## config.mk

```make
export PLATFORM = sky130hd
export DESIGN_NAME = dmem_lsu_initiator
export DESIGN_NICKNAME = d
export VERILOG_FILES = /design/src/rtl/dmem_lsu_pkg.sv /design/src/rtl/dmem_lsu_initiator_load_align.sv /design/src/rtl/dmem_lsu_initiator.sv
export SDC_FILE = /design/constraint.sdc
export NUM_CORES = 1
export LEC_CHECK = 0
export BUFFER_PORTS_ARGS = -buffer_cell sky130_fd_sc_hd__buf_2
export CAP_MARGIN = 40
export CORE_ASPECT_RATIO = 1.25
export CORE_UTILIZATION = 51
export DETAILED_ROUTE_END_ITERATION = 7
export GPL_ROUTABILITY_DRIVEN = 0
export PLACE_DENSITY = 0.84
export SLEW_MARGIN = 20
export SYNTH_ARGS = -nofsm -noshare
export SYNTH_HDL_FRONTEND = slang
export SYNTH_SLANG_ARGS = --single-unit
```

## constraint.sdc

```tcl
create_clock -name clk -period 6.15 [get_ports clk]
set_input_delay 0.3075 -clock clk [delete_from_list [all_inputs] [get_ports clk]]
set_output_delay 0.3075 -clock clk [all_outputs]
set_load 0.1 [all_outputs]
```

## src/rtl/dmem_lsu_pkg.sv

```systemverilog
// Shared types and helpers for the data-memory load/store initiator.
//   size_e   : access size encoding (byte/half/word/dword)
//   state_e  : initiator FSM states
//   SIM_*    : simulation-environment device addresses (passed through untouched)
//   size_base / split_access / beat0_wen / beat1_wen : lane-mask helpers
package dmem_lsu_pkg;

    typedef enum logic [1:0] {
        SZ_B = 2'd0,
        SZ_H = 2'd1,
        SZ_W = 2'd2,
        SZ_D = 2'd3
    } size_e;

    typedef enum logic [1:0] {
        ST_IDLE  = 2'd0,
        ST_BEAT2 = 2'd1,
        ST_RESP  = 2'd2
    } state_e;

    localparam logic [63:0] SIM_PUTCHAR_ADDR = 64'h40;
    localparam logic [63:0] SIM_HALT_ADDR    = 64'h50;
    localparam logic [63:0] SIM_CYCLE_ADDR   = 64'h60;

    // (1 << n) - 1 for n = 1 << size bytes.
    function automatic logic [7:0] size_base(input logic [1:0] size);
        logic [7:0] m;
        case (size)
            2'd0:    m = 8'h01;
            2'd1:    m = 8'h03;
            2'd2:    m = 8'h0F;
            default: m = 8'hFF;
        endcase
        return m;
    endfunction

    // An access crosses into the next 8-byte word when off + n > 8.
    function automatic logic split_access(input logic [1:0] size, input logic [2:0] off);
        return ({1'b0, off} + (4'd1 << size)) > 4'd8;
    endfunction

    function automatic logic [7:0] beat0_wen(input logic [1:0] size, input logic [2:0] off);
        return size_base(size) << off;
    endfunction

    // Shift by 8 (off = 0) yields zero, which is harmless since such an
    // access is never split.
    function automatic logic [7:0] beat1_wen(input logic [1:0] size, input logic [2:0] off);
        return size_base(size) >> (4'd8 - {1'b0, off});
    endfunction

endpackage

```

## src/rtl/dmem_lsu_initiator_load_align.sv

```systemverilog
// Combinational load-data alignment: right-shifts the {high, low} 128-bit
// window by the byte offset, keeps the access size and sign/zero extends.
//   high, low   : upper / lower memory words
//   off         : byte offset of the access within the low word
//   size        : access size (size_e encoding)
//   is_unsigned : 1 = zero-extend, 0 = sign-extend
//   rdata       : extended, right-justified load data
module dmem_lsu_load_align
    import dmem_lsu_pkg::*;
(
    input  logic [63:0] high,
    input  logic [63:0] low,
    input  logic [2:0]  off,
    input  logic [1:0]  size,
    input  logic        is_unsigned,
    output logic [63:0] rdata
);

    logic [63:0] shifted;

    // Only the bottom 64 bits of the shifted window can ever be selected.
    assign shifted = 64'({high, low} >> {off, 3'b000});

    always_comb begin
        rdata = shifted;
        case (size_e'(size))
            SZ_B: rdata = is_unsigned ? {56'd0, shifted[7:0]}
                                      : {{56{shifted[7]}}, shifted[7:0]};
            SZ_H: rdata = is_unsigned ? {48'd0, shifted[15:0]}
                                      : {{48{shifted[15]}}, shifted[15:0]};
            SZ_W: rdata = is_unsigned ? {32'd0, shifted[31:0]}
                                      : {{32{shifted[31]}}, shifted[31:0]};
            default: rdata = shifted;
        endcase
    end

endmodule

```

## src/rtl/dmem_lsu_initiator.sv

```systemverilog
// Load/store initiator between a core request port and a 64-bit byte-enabled
// memory port. Misaligned accesses that cross an 8-byte boundary are split
// into two memory beats; loads are realigned and extended on the response.
//
// Handshake: a request transfers on a posedge where i_req_valid & o_req_ready;
// request fields are only sampled on that edge. Every accepted request yields
// exactly one o_rsp_valid pulse (1 cycle later single-beat, 2 cycles split),
// with o_rsp_rdata = 0 for stores. Memory read data returns the cycle after
// the address edge.
//
// Ports:
//   clk, rst                 : clock, asynchronous active-high reset
//   i_req_* / o_req_ready    : core request channel
//   o_rsp_valid, o_rsp_rdata : completion pulse and load data
//   o_mem_addr/wdata/wen     : memory write/address port (8-byte aligned)
//   i_mem_rdata              : memory read data
//   o_dbg_state              : current FSM state
module dmem_lsu_initiator
    import dmem_lsu_pkg::*;
#(
    parameter int DATA_WIDTH = 64,
    parameter int ADDR_WIDTH = 64
) (
    input  logic                  clk,
    input  logic                  rst,
    input  logic                  i_req_valid,
    output logic                  o_req_ready,
    input  logic                  i_req_we,
    input  logic [1:0]            i_req_size,
    input  logic                  i_req_unsigned,
    input  logic [ADDR_WIDTH-1:0] i_req_addr,
    input  logic [DATA_WIDTH-1:0] i_req_wdata,
    output logic                  o_rsp_valid,
    output logic [DATA_WIDTH-1:0] o_rsp_rdata,
    output logic [ADDR_WIDTH-1:0] o_mem_addr,
    output logic [DATA_WIDTH-1:0] o_mem_wdata,
    output logic [7:0]            o_mem_wen,
    input  logic [DATA_WIDTH-1:0] i_mem_rdata,
    output state_e                o_dbg_state
);

    state_e state_q, state_d;

    logic                  req_ready;
    logic                  accept;
    logic [2:0]            req_off;
    logic [ADDR_WIDTH-1:0] req_addr_aligned;

    // Request captured at accept; drives beat1 and the response.
    logic                  r_we;
    logic                  r_uns;
    logic                  r_split;
    logic [1:0]            r_size;
    logic [2:0]            r_off;
    logic [ADDR_WIDTH-1:0] r_addr;
    logic [63:0]           r_wdata;
    logic [63:0]           low_q;

    logic [63:0]           align_low;
    logic [63:0]           align_out;

    assign req_off          = i_req_addr[2:0];
    assign req_addr_aligned = {i_req_addr[ADDR_WIDTH-1:3], 3'b000};
    assign req_ready        = !rst && (state_q != ST_BEAT2);
    assign accept           = i_req_valid && req_ready;
    assign o_req_ready      = req_ready;
    assign o_dbg_state      = state_q;

    // Split loads take the low half from the beat0 capture; single-beat
    // loads find all their bytes in the current read word.
    assign align_low = r_split ? low_q : i_mem_rdata;

    dmem_lsu_load_align u_align (
        .high        (i_mem_rdata),
        .low         (align_low),
        .off         (r_off),
        .size        (r_size),
        .is_unsigned (r_uns),
        .rdata       (align_out)
    );

    always_comb begin
        state_d     = state_q;
        o_mem_addr  = req_addr_aligned;
        o_mem_wdata = i_req_wdata << {req_off, 3'b000};
        o_mem_wen   = 8'h00;
        o_rsp_valid = 1'b0;
        o_rsp_rdata = '0;

        case (state_q)
            ST_BEAT2: begin
                o_mem_addr  = r_addr + ADDR_WIDTH'(8);
                o_mem_wdata = r_wdata >> {4'd8 - {1'b0, r_off}, 3'b000};
                o_mem_wen   = r_we ? beat1_wen(r_size, r_off) : 8'h00;
                state_d     = ST_RESP;
            end
            default: begin
                // IDLE and RESP: the memory port follows the incoming request.
                if (i_req_valid && i_req_we) begin
                    o_mem_wen = beat0_wen(i_req_size, req_off);
                end
                if (state_q == ST_RESP) begin
                    o_rsp_valid = 1'b1;
                    if (!r_we) begin
                        o_rsp_rdata = align_out;
                    end
                end
                if (accept) begin
                    state_d = split_access(i_req_size, req_off) ? ST_BEAT2 : ST_RESP;
                end else begin
                    state_d = ST_IDLE;
                end
            end
        endcase

        // Reset silences the outputs immediately, independent of the clock.
        if (rst) begin
            o_mem_wen   = 8'h00;
            o_rsp_valid = 1'b0;
            o_rsp_rdata = '0;
        end
    end

    always_ff @(posedge clk or posedge rst) begin
        if (rst) begin
            state_q <= ST_IDLE;
            r_we    <= 1'b0;
            r_uns   <= 1'b0;
            r_split <= 1'b0;
            r_size  <= 2'd0;
            r_off   <= 3'd0;
            r_addr  <= '0;
            r_wdata <= '0;
            low_q   <= '0;
        end else begin
            state_q <= state_d;
            if (accept) begin
                r_we    <= i_req_we;
                r_uns   <= i_req_unsigned;
                r_split <= split_access(i_req_size, req_off);
                r_size  <= i_req_size;
                r_off   <= req_off;
                r_addr  <= req_addr_aligned;
                r_wdata <= i_req_wdata;
            end
            if (state_q == ST_BEAT2) begin
                low_q <= i_mem_rdata;
            end
        end
    end

endmodule

```

; ---- After elaboration in Yosys (flattened, before gate mapping)
; Cells that the tools add are included.
[classes]
n_lt_le_gt_ge = 1
addsub = 3
n_eq_ne = 7
n_mux = 26
n_shift = 6
n_reduce_logical = 6
[ops]
columns = cell, n
row1 = 64-bit 2-to-1 mux, 10
row2 = 64-bit case mux with 3 select lines, 1
row3 = 128-bit by 6-bit right shift with 64-bit output, 1
row4 = "64-bit by 4-bit adder with 64-bit output, second input constant", 1
row5 = 64-bit by 6-bit left shift with 64-bit output, 1
row6 = 64-bit by 7-bit right shift with 64-bit output, 1
row7 = 8-bit 2-to-1 mux, 7
row8 = 8-bit case mux with 3 select lines, 2
row9 = 8-bit by 3-bit left shift with 8-bit output, 1
row10 = 8-bit by 4-bit right shift with 8-bit output, 1
row11 = "2-bit by 1-bit == test with 1-bit output, second input constant", 3
row12 = "2-bit == test, second input constant", 3
row13 = 2-bit 2-to-1 mux, 3
row14 = 3-bit by 4-bit adder with 4-bit output, 1
row15 = "4-bit greater-than comparator, second input constant", 1
row16 = 2-bit zero test, 2
row17 = "1-bit by 2-bit left shift with 4-bit output, first input constant", 1
row18 = "4-bit by 3-bit subtractor with 4-bit output, first input constant", 1
row19 = 1-bit logical AND, 3
row20 = 1-bit 2-to-1 mux, 3
row21 = "2-bit by 1-bit != test with 1-bit output, second input constant", 1
row22 = 1-bit zero test, 1
[word_totals]
reg_bits = 199
wordCells = 58

; ---- Depth between registers and ports, before layout
[depth]
depth_word = 8
depth_mapped = 12
ltp_nobuf = 8

; ---- Cells and area by module
; Synthesis repeated with hierarchy kept, for this count alone.
[unflattened]
cells_unflattened = 2212
hier_area_um2 = 18308.8
[modules_own_cells]
columns = module, area_each_um2, n_inst, cells_each
row1 = dmem_lsu_initiator, 14735.4, 1, 1910
row2 = dmem_lsu_load_align, 3573.4, 1, 302

; ---- Worst setup path before layout
; No wires, ideal clock.
[synth_timing]
path_type = input-to-output
start = in rst
end = out o_mem_wen[2]
t_arrival_ns = 6.711
required_time_ns = 5.843
stages = 4
path_slack_ns = -0.868
n_path_buf = 1
path_cell_list = clkbuf_1 -> inv_1 -> nand2_1 -> a21oi_1
[synth_between]
elab_chain_cells = 1
[synth_rtl]
columns = element, line
row1 = start: declaration, dmem_lsu_initiator.sv:25  ; input logic rst,
row2 = 8-bit 2-to-1 mux, dmem_lsu_initiator.sv:117  ; if (rst) begin
row3 = end: declaration, dmem_lsu_initiator.sv:37  ; output logic [7:0] o_mem_wen,
; Every way passes these cells.

; ---- Worst setup path after layout
[layout_timing]
start = reg r_off[0]
end = out o_mem_wdata[49]
[layout_between]
elab_chain_cells = 3
[layout_rtl]
columns = element, line
row1 = start: declaration, dmem_lsu_initiator.sv:54  ; logic [2:0] r_off;
row2 = start signal: assignment, dmem_lsu_initiator.sv:142  ; r_off <= req_off;
row3 = 4-bit by 3-bit subtractor with 4-bit output, dmem_lsu_initiator.sv:93  ; o_mem_wdata = r_wdata >> {4'd8 - {1'b0, r_off}, 3'b000};
row4 = 64-bit by 7-bit right shift with 64-bit output, dmem_lsu_initiator.sv:93
row5 = 64-bit 2-to-1 mux, dmem_lsu_initiator.sv:90  ; case (state_q)
row6 = end: declaration, dmem_lsu_initiator.sv:36  ; output logic [DATA_WIDTH-1:0] o_mem_wdata,
; Every way passes these cells.

==> flow_metrics.env <==
export IMPL_initial_utilization=0.518
export IMPL_htreeDepth=4
export IMPL_post_synth_num_cell_types=61
export IMPL_via_count=18600
export IMPL_hold_viol_final=0
export IMPL_final_util=0.608
export IMPL_post_route_period_util=0.756
export IMPL_drtIter0Drc=2392
export IMPL_clk_root_buffer_cell="sky130_fd_sc_hd__clkbuf_16"
export IMPL_nets=2513
export IMPL_cts_tree="built"
export IMPL_crit_fanout=34
export IMPL_worst_clock_skew_ps=9.45
export IMPL_status="complete, but fails checks"
export IMPL_synthesis_area_per_instance_um2=8.76
export IMPL_floorplan_die_width_um=169
export IMPL_regToRegEndpoint="r_addr[38]"
export IMPL_globalRouteTotalUtil=0.353
export IMPL_finalSetupTns_ps=0
export IMPL_ff2ff_path_depth=5
export IMPL_number_of_antenna_violations_at_the_first_check_in_global_routing=21
export IMPL_grt_pass1_wl_mm=97.5
export IMPL_postSynth_asyncResetShare=1.00
export IMPL_cts_repair_resized=0
export IMPL_synth_warning_count=0
export IMPL_synth_seq_cells=199
export IMPL_hold_path_cell_count=3
export IMPL_cts_post_setup_buffers_inserted=0
export IMPL_setup_viol_count_final=0
export IMPL_worstPathArrival_ps=4340
export IMPL_die_h_um=211
export IMPL_synth_area_mm2=0.0178
export IMPL_maxcap_viol_count=0
export IMPL_synth_flop_cell="sky130_fd_sc_hd__dfrtp_1"
export IMPL_port_buffers=399
export IMPL_vias_per_cell=6.63
export IMPL_grt_max_degree=200
export IMPL_period_minus_slack_ps=4650
export IMPL_ctsHoldBuffers=0
export IMPL_proportion_of_layout_cells_with_a_drive_suffix_above_1=0.308
export IMPL_rr_startpoint="o_dbg_state[0]"
export IMPL_drv_slew=0
export IMPL_violations="design-rule violations"
export IMPL_netlist_instances=2038
export IMPL_timing_slew_headroom=0.372
export IMPL_clk_latency_ps=460
export IMPL_hpwlAfterDp_mm=44.9
export IMPL_gr_total_overflow=0
export IMPL_worst_setup_path_type="reg2out"
export IMPL_detail_route_drc_violations=1
export IMPL_design_core_area_mm2=0.0344
export IMPL_row_count=76
export IMPL_leakagePower_nw=9.32
export IMPL_critPathMaxStageDelay_ps=770
export IMPL_reg_clk_slew_reported_paths_ps=70
export IMPL_critical_path_startpoint="r_off[0]"
export IMPL_crit_path_end_kind="primary output"
export IMPL_vdd_ir_drop_max_mv=0.174
export IMPL_drt_wirelength_per_cell_um=22.7
export IMPL_syn2layout_area_growth_pct=17.3
export IMPL_die_area_mm2=0.0358
export IMPL_worstSetupStartpointType="flip-flop"
export IMPL_timing_hold_worst_start="i_mem_rdata[57]"
export IMPL_dp_worst_setup_slack_ps=1730
export IMPL_worstPathCellList="clkinv_2, ha_4, xor2_1, clkbuf_4, and3_1, buf_4, nand2b_1, o22ai_1, buf_2"
export IMPL_r2r_slack_ps=3210
export IMPL_drt_first_pass_iters=8
export IMPL_grt_pass1_vias=17500
export IMPL_critPathSlowestCell="sky130_fd_sc_hd__dfrtp_4"
export IMPL_timing_hold_worst_class="in2reg"
export IMPL_holdPathEnd="low_q[57]"
export IMPL_rsz0062_at_grt="no"
export IMPL_timing_worst_slew_pin_value_ps=936
export IMPL_crit_required_ps=5840
export IMPL_cts_sinks=199
export IMPL_max_freq_ghz=0.215
export IMPL_drt_antenna_violating_nets=0
export IMPL_layout_setup_ws_ps=1500
export IMPL_pin_count=403
export IMPL_pwr_density_cell_mw_per_mm2=313
export IMPL_number_of_synthesized_flops_with_an_enable_pin=0
export IMPL_drt_total_wl_mm=63.7
export IMPL_ys_seq_area_frac=0.279
export IMPL_number_of_cts_inserted_buffers=17
export IMPL_clk_path_buf_depth=2
## placed cells by master, fill, tap and decap left out, types with 26 or more instances in the layout
master,instances
sky130_fd_sc_hd__nor2b_1,26
sky130_fd_sc_hd__buf_2,390
sky130_fd_sc_hd__nand3_1,47
sky130_fd_sc_hd__nor3_1,54
sky130_fd_sc_hd__a211oi_1,72
sky130_fd_sc_hd__mux2i_1,211
sky130_fd_sc_hd__o31ai_1,29
sky130_fd_sc_hd__mux2_2,150
sky130_fd_sc_hd__a21oi_1,84
sky130_fd_sc_hd__buf_4,31
sky130_fd_sc_hd__dfrtp_1,195
sky130_fd_sc_hd__mux4_2,73
sky130_fd_sc_hd__nor2_1,124
sky130_fd_sc_hd__o21ai_0,96
sky130_fd_sc_hd__nand2_1,342
## cell families (layout without fill, tap and decap cells)
logic type / Yosys count / after routing / synth area share
xor+xnor: 31 / 31 / 0.0152
flops: 199 / 199 / 0.279
simple gates: 724 / 724 / 0.186
mux: 436 / 436 / 0.307
compound gates: 417 / 417 / 0.155
other cells: 1 / 22 / 0.000210
fa+ha+maj: 8 / 8 / 0.00575
buf+inv: 222 / 501 / 0.0519
## where the power goes
part           total (W)  switching (W)  internal [W]
Combinational    0.00337        0.00223       0.00115
Sequential       0.00198       0.000347       0.00164
Clock            0.00119       0.000551      0.000643
Total            0.00655        0.00312       0.00343
## flip-flops by register name (all words and copies together), names as in the netlist
| signal | flops |
|---|---|
| r_addr | 61 |
| low_q | 64 |
| r_uns | 1 |
| r_size | 2 |
| r_off | 3 |
| r_wdata | 64 |
| r_we | 1 |
| r_split | 1 |
| o_dbg_state | 2 |
## metrics by stage
step	cell area (um2)	cells	total power [W]	hold WS (ps)
2_1_floorplan	17900	2040	0.00451	413
6_report	20900	2806	0.00655	64.2
4_1_cts	20800	2780	0.00646	44.8
5_1_grt	20900	2801	0.00685	71.2
3_3_place_gp	20000	2743	0.00513	458
3_5_place_dp	20200	2750	0.00526	466
## area by class of cell
| type | count | area (um2) |
|---|---|---|
| sequential | 199 | 4990 |
| fill | 2914 | 13500 |
| antenna | 19 | 47.5 |
| timing repair buffer | 442 | 2610 |
| clock buffer | 17 | 425 |
| inverter | 29 | 114 |
| clock inverter | 13 | 169 |
| multi-input combinational | 1619 | 12000 |
| tap | 468 | 586 |
## how the worst max path moves through the flow
stage | slack, ps | end
6_report | 1500 | o_mem_wdata[49]
5_1_grt | 1280 | o_mem_wdata[52]
4_1_cts | 1190 | o_mem_wdata[49]
3_5_place_dp | 1730 | o_mem_wdata[49]
3_3_place_gp | 1800 | o_mem_wdata[52]
2_1_floorplan | 700 | o_rsp_rdata[61]
## per-layer routing
layer	global-route usage	wire length, um
met5	0	60
met4	0.267	5220
met3	0.0939	6690
met2	0.551	29400
met1	0.414	22300
## cell usage after synthesis (3+ instances only)
cell type	instances	area [um2]
sky130_fd_sc_hd__o31ai_1	29	218
sky130_fd_sc_hd__and4_1	14	123
sky130_fd_sc_hd__a21oi_1	84	420
sky130_fd_sc_hd__or3_1	6	37.5
sky130_fd_sc_hd__nor3b_1	3	22.5
sky130_fd_sc_hd__xnor2_1	20	175
sky130_fd_sc_hd__a211oi_1	73	548
sky130_fd_sc_hd__or2_2	3	18.8
sky130_fd_sc_hd__mux2i_1	211	2110
sky130_fd_sc_hd__buf_6	4	45.0
sky130_fd_sc_hd__buf_2	34	170
sky130_fd_sc_hd__nand4_1	17	106
sky130_fd_sc_hd__nor3_1	54	270
sky130_fd_sc_hd__buf_1	19	71.3
sky130_fd_sc_hd__o22ai_1	18	113
sky130_fd_sc_hd__o221ai_1	9	78.8
sky130_fd_sc_hd__mux4_2	73	1640
sky130_fd_sc_hd__o211ai_1	9	67.6
sky130_fd_sc_hd__o21ai_0	96	480
sky130_fd_sc_hd__xor2_1	11	96.3
sky130_fd_sc_hd__or4_1	21	158
sky130_fd_sc_hd__nand3_1	47	235
sky130_fd_sc_hd__buf_4	5	37.5
sky130_fd_sc_hd__clkbuf_1	130	488
sky130_fd_sc_hd__a311o_1	14	140
sky130_fd_sc_hd__a22oi_1	12	90.1
sky130_fd_sc_hd__nor2_1	124	465
sky130_fd_sc_hd__a32oi_1	11	96.3
sky130_fd_sc_hd__a21o_1	5	37.5
sky130_fd_sc_hd__and3_1	17	106
sky130_fd_sc_hd__a31oi_1	23	144
sky130_fd_sc_hd__o2bb2ai_1	6	52.6
sky130_fd_sc_hd__mux2_2	150	1690
sky130_fd_sc_hd__nor2b_1	27	169
sky130_fd_sc_hd__inv_1	26	97.6
sky130_fd_sc_hd__a221oi_1	4	35.0
sky130_fd_sc_hd__dfrtp_1	199	4980
sky130_fd_sc_hd__nor4_1	8	50.1
sky130_fd_sc_hd__and2_1	25	156
sky130_fd_sc_hd__nand2_1	343	1290
sky130_fd_sc_hd__a221o_1	16	160
sky130_fd_sc_hd__nand2b_1	10	62.6
sky130_fd_sc_hd__ha_1	5	62.6
## critical path: cells and delay by family, from the launching register on
kind | cells | cell delay (ps)
XOR/XNOR | 1 | 150
AO/OA/AOI/OAI | 1 | 300
flip-flops | 1 | 770
AND/OR/NAND/NOR | 2 | 780
buffers and inverters | 4 | 1530
adder cells (fa/ha/maj) | 1 | 350
No activity file was read; power rests on OpenSTA's default activity.
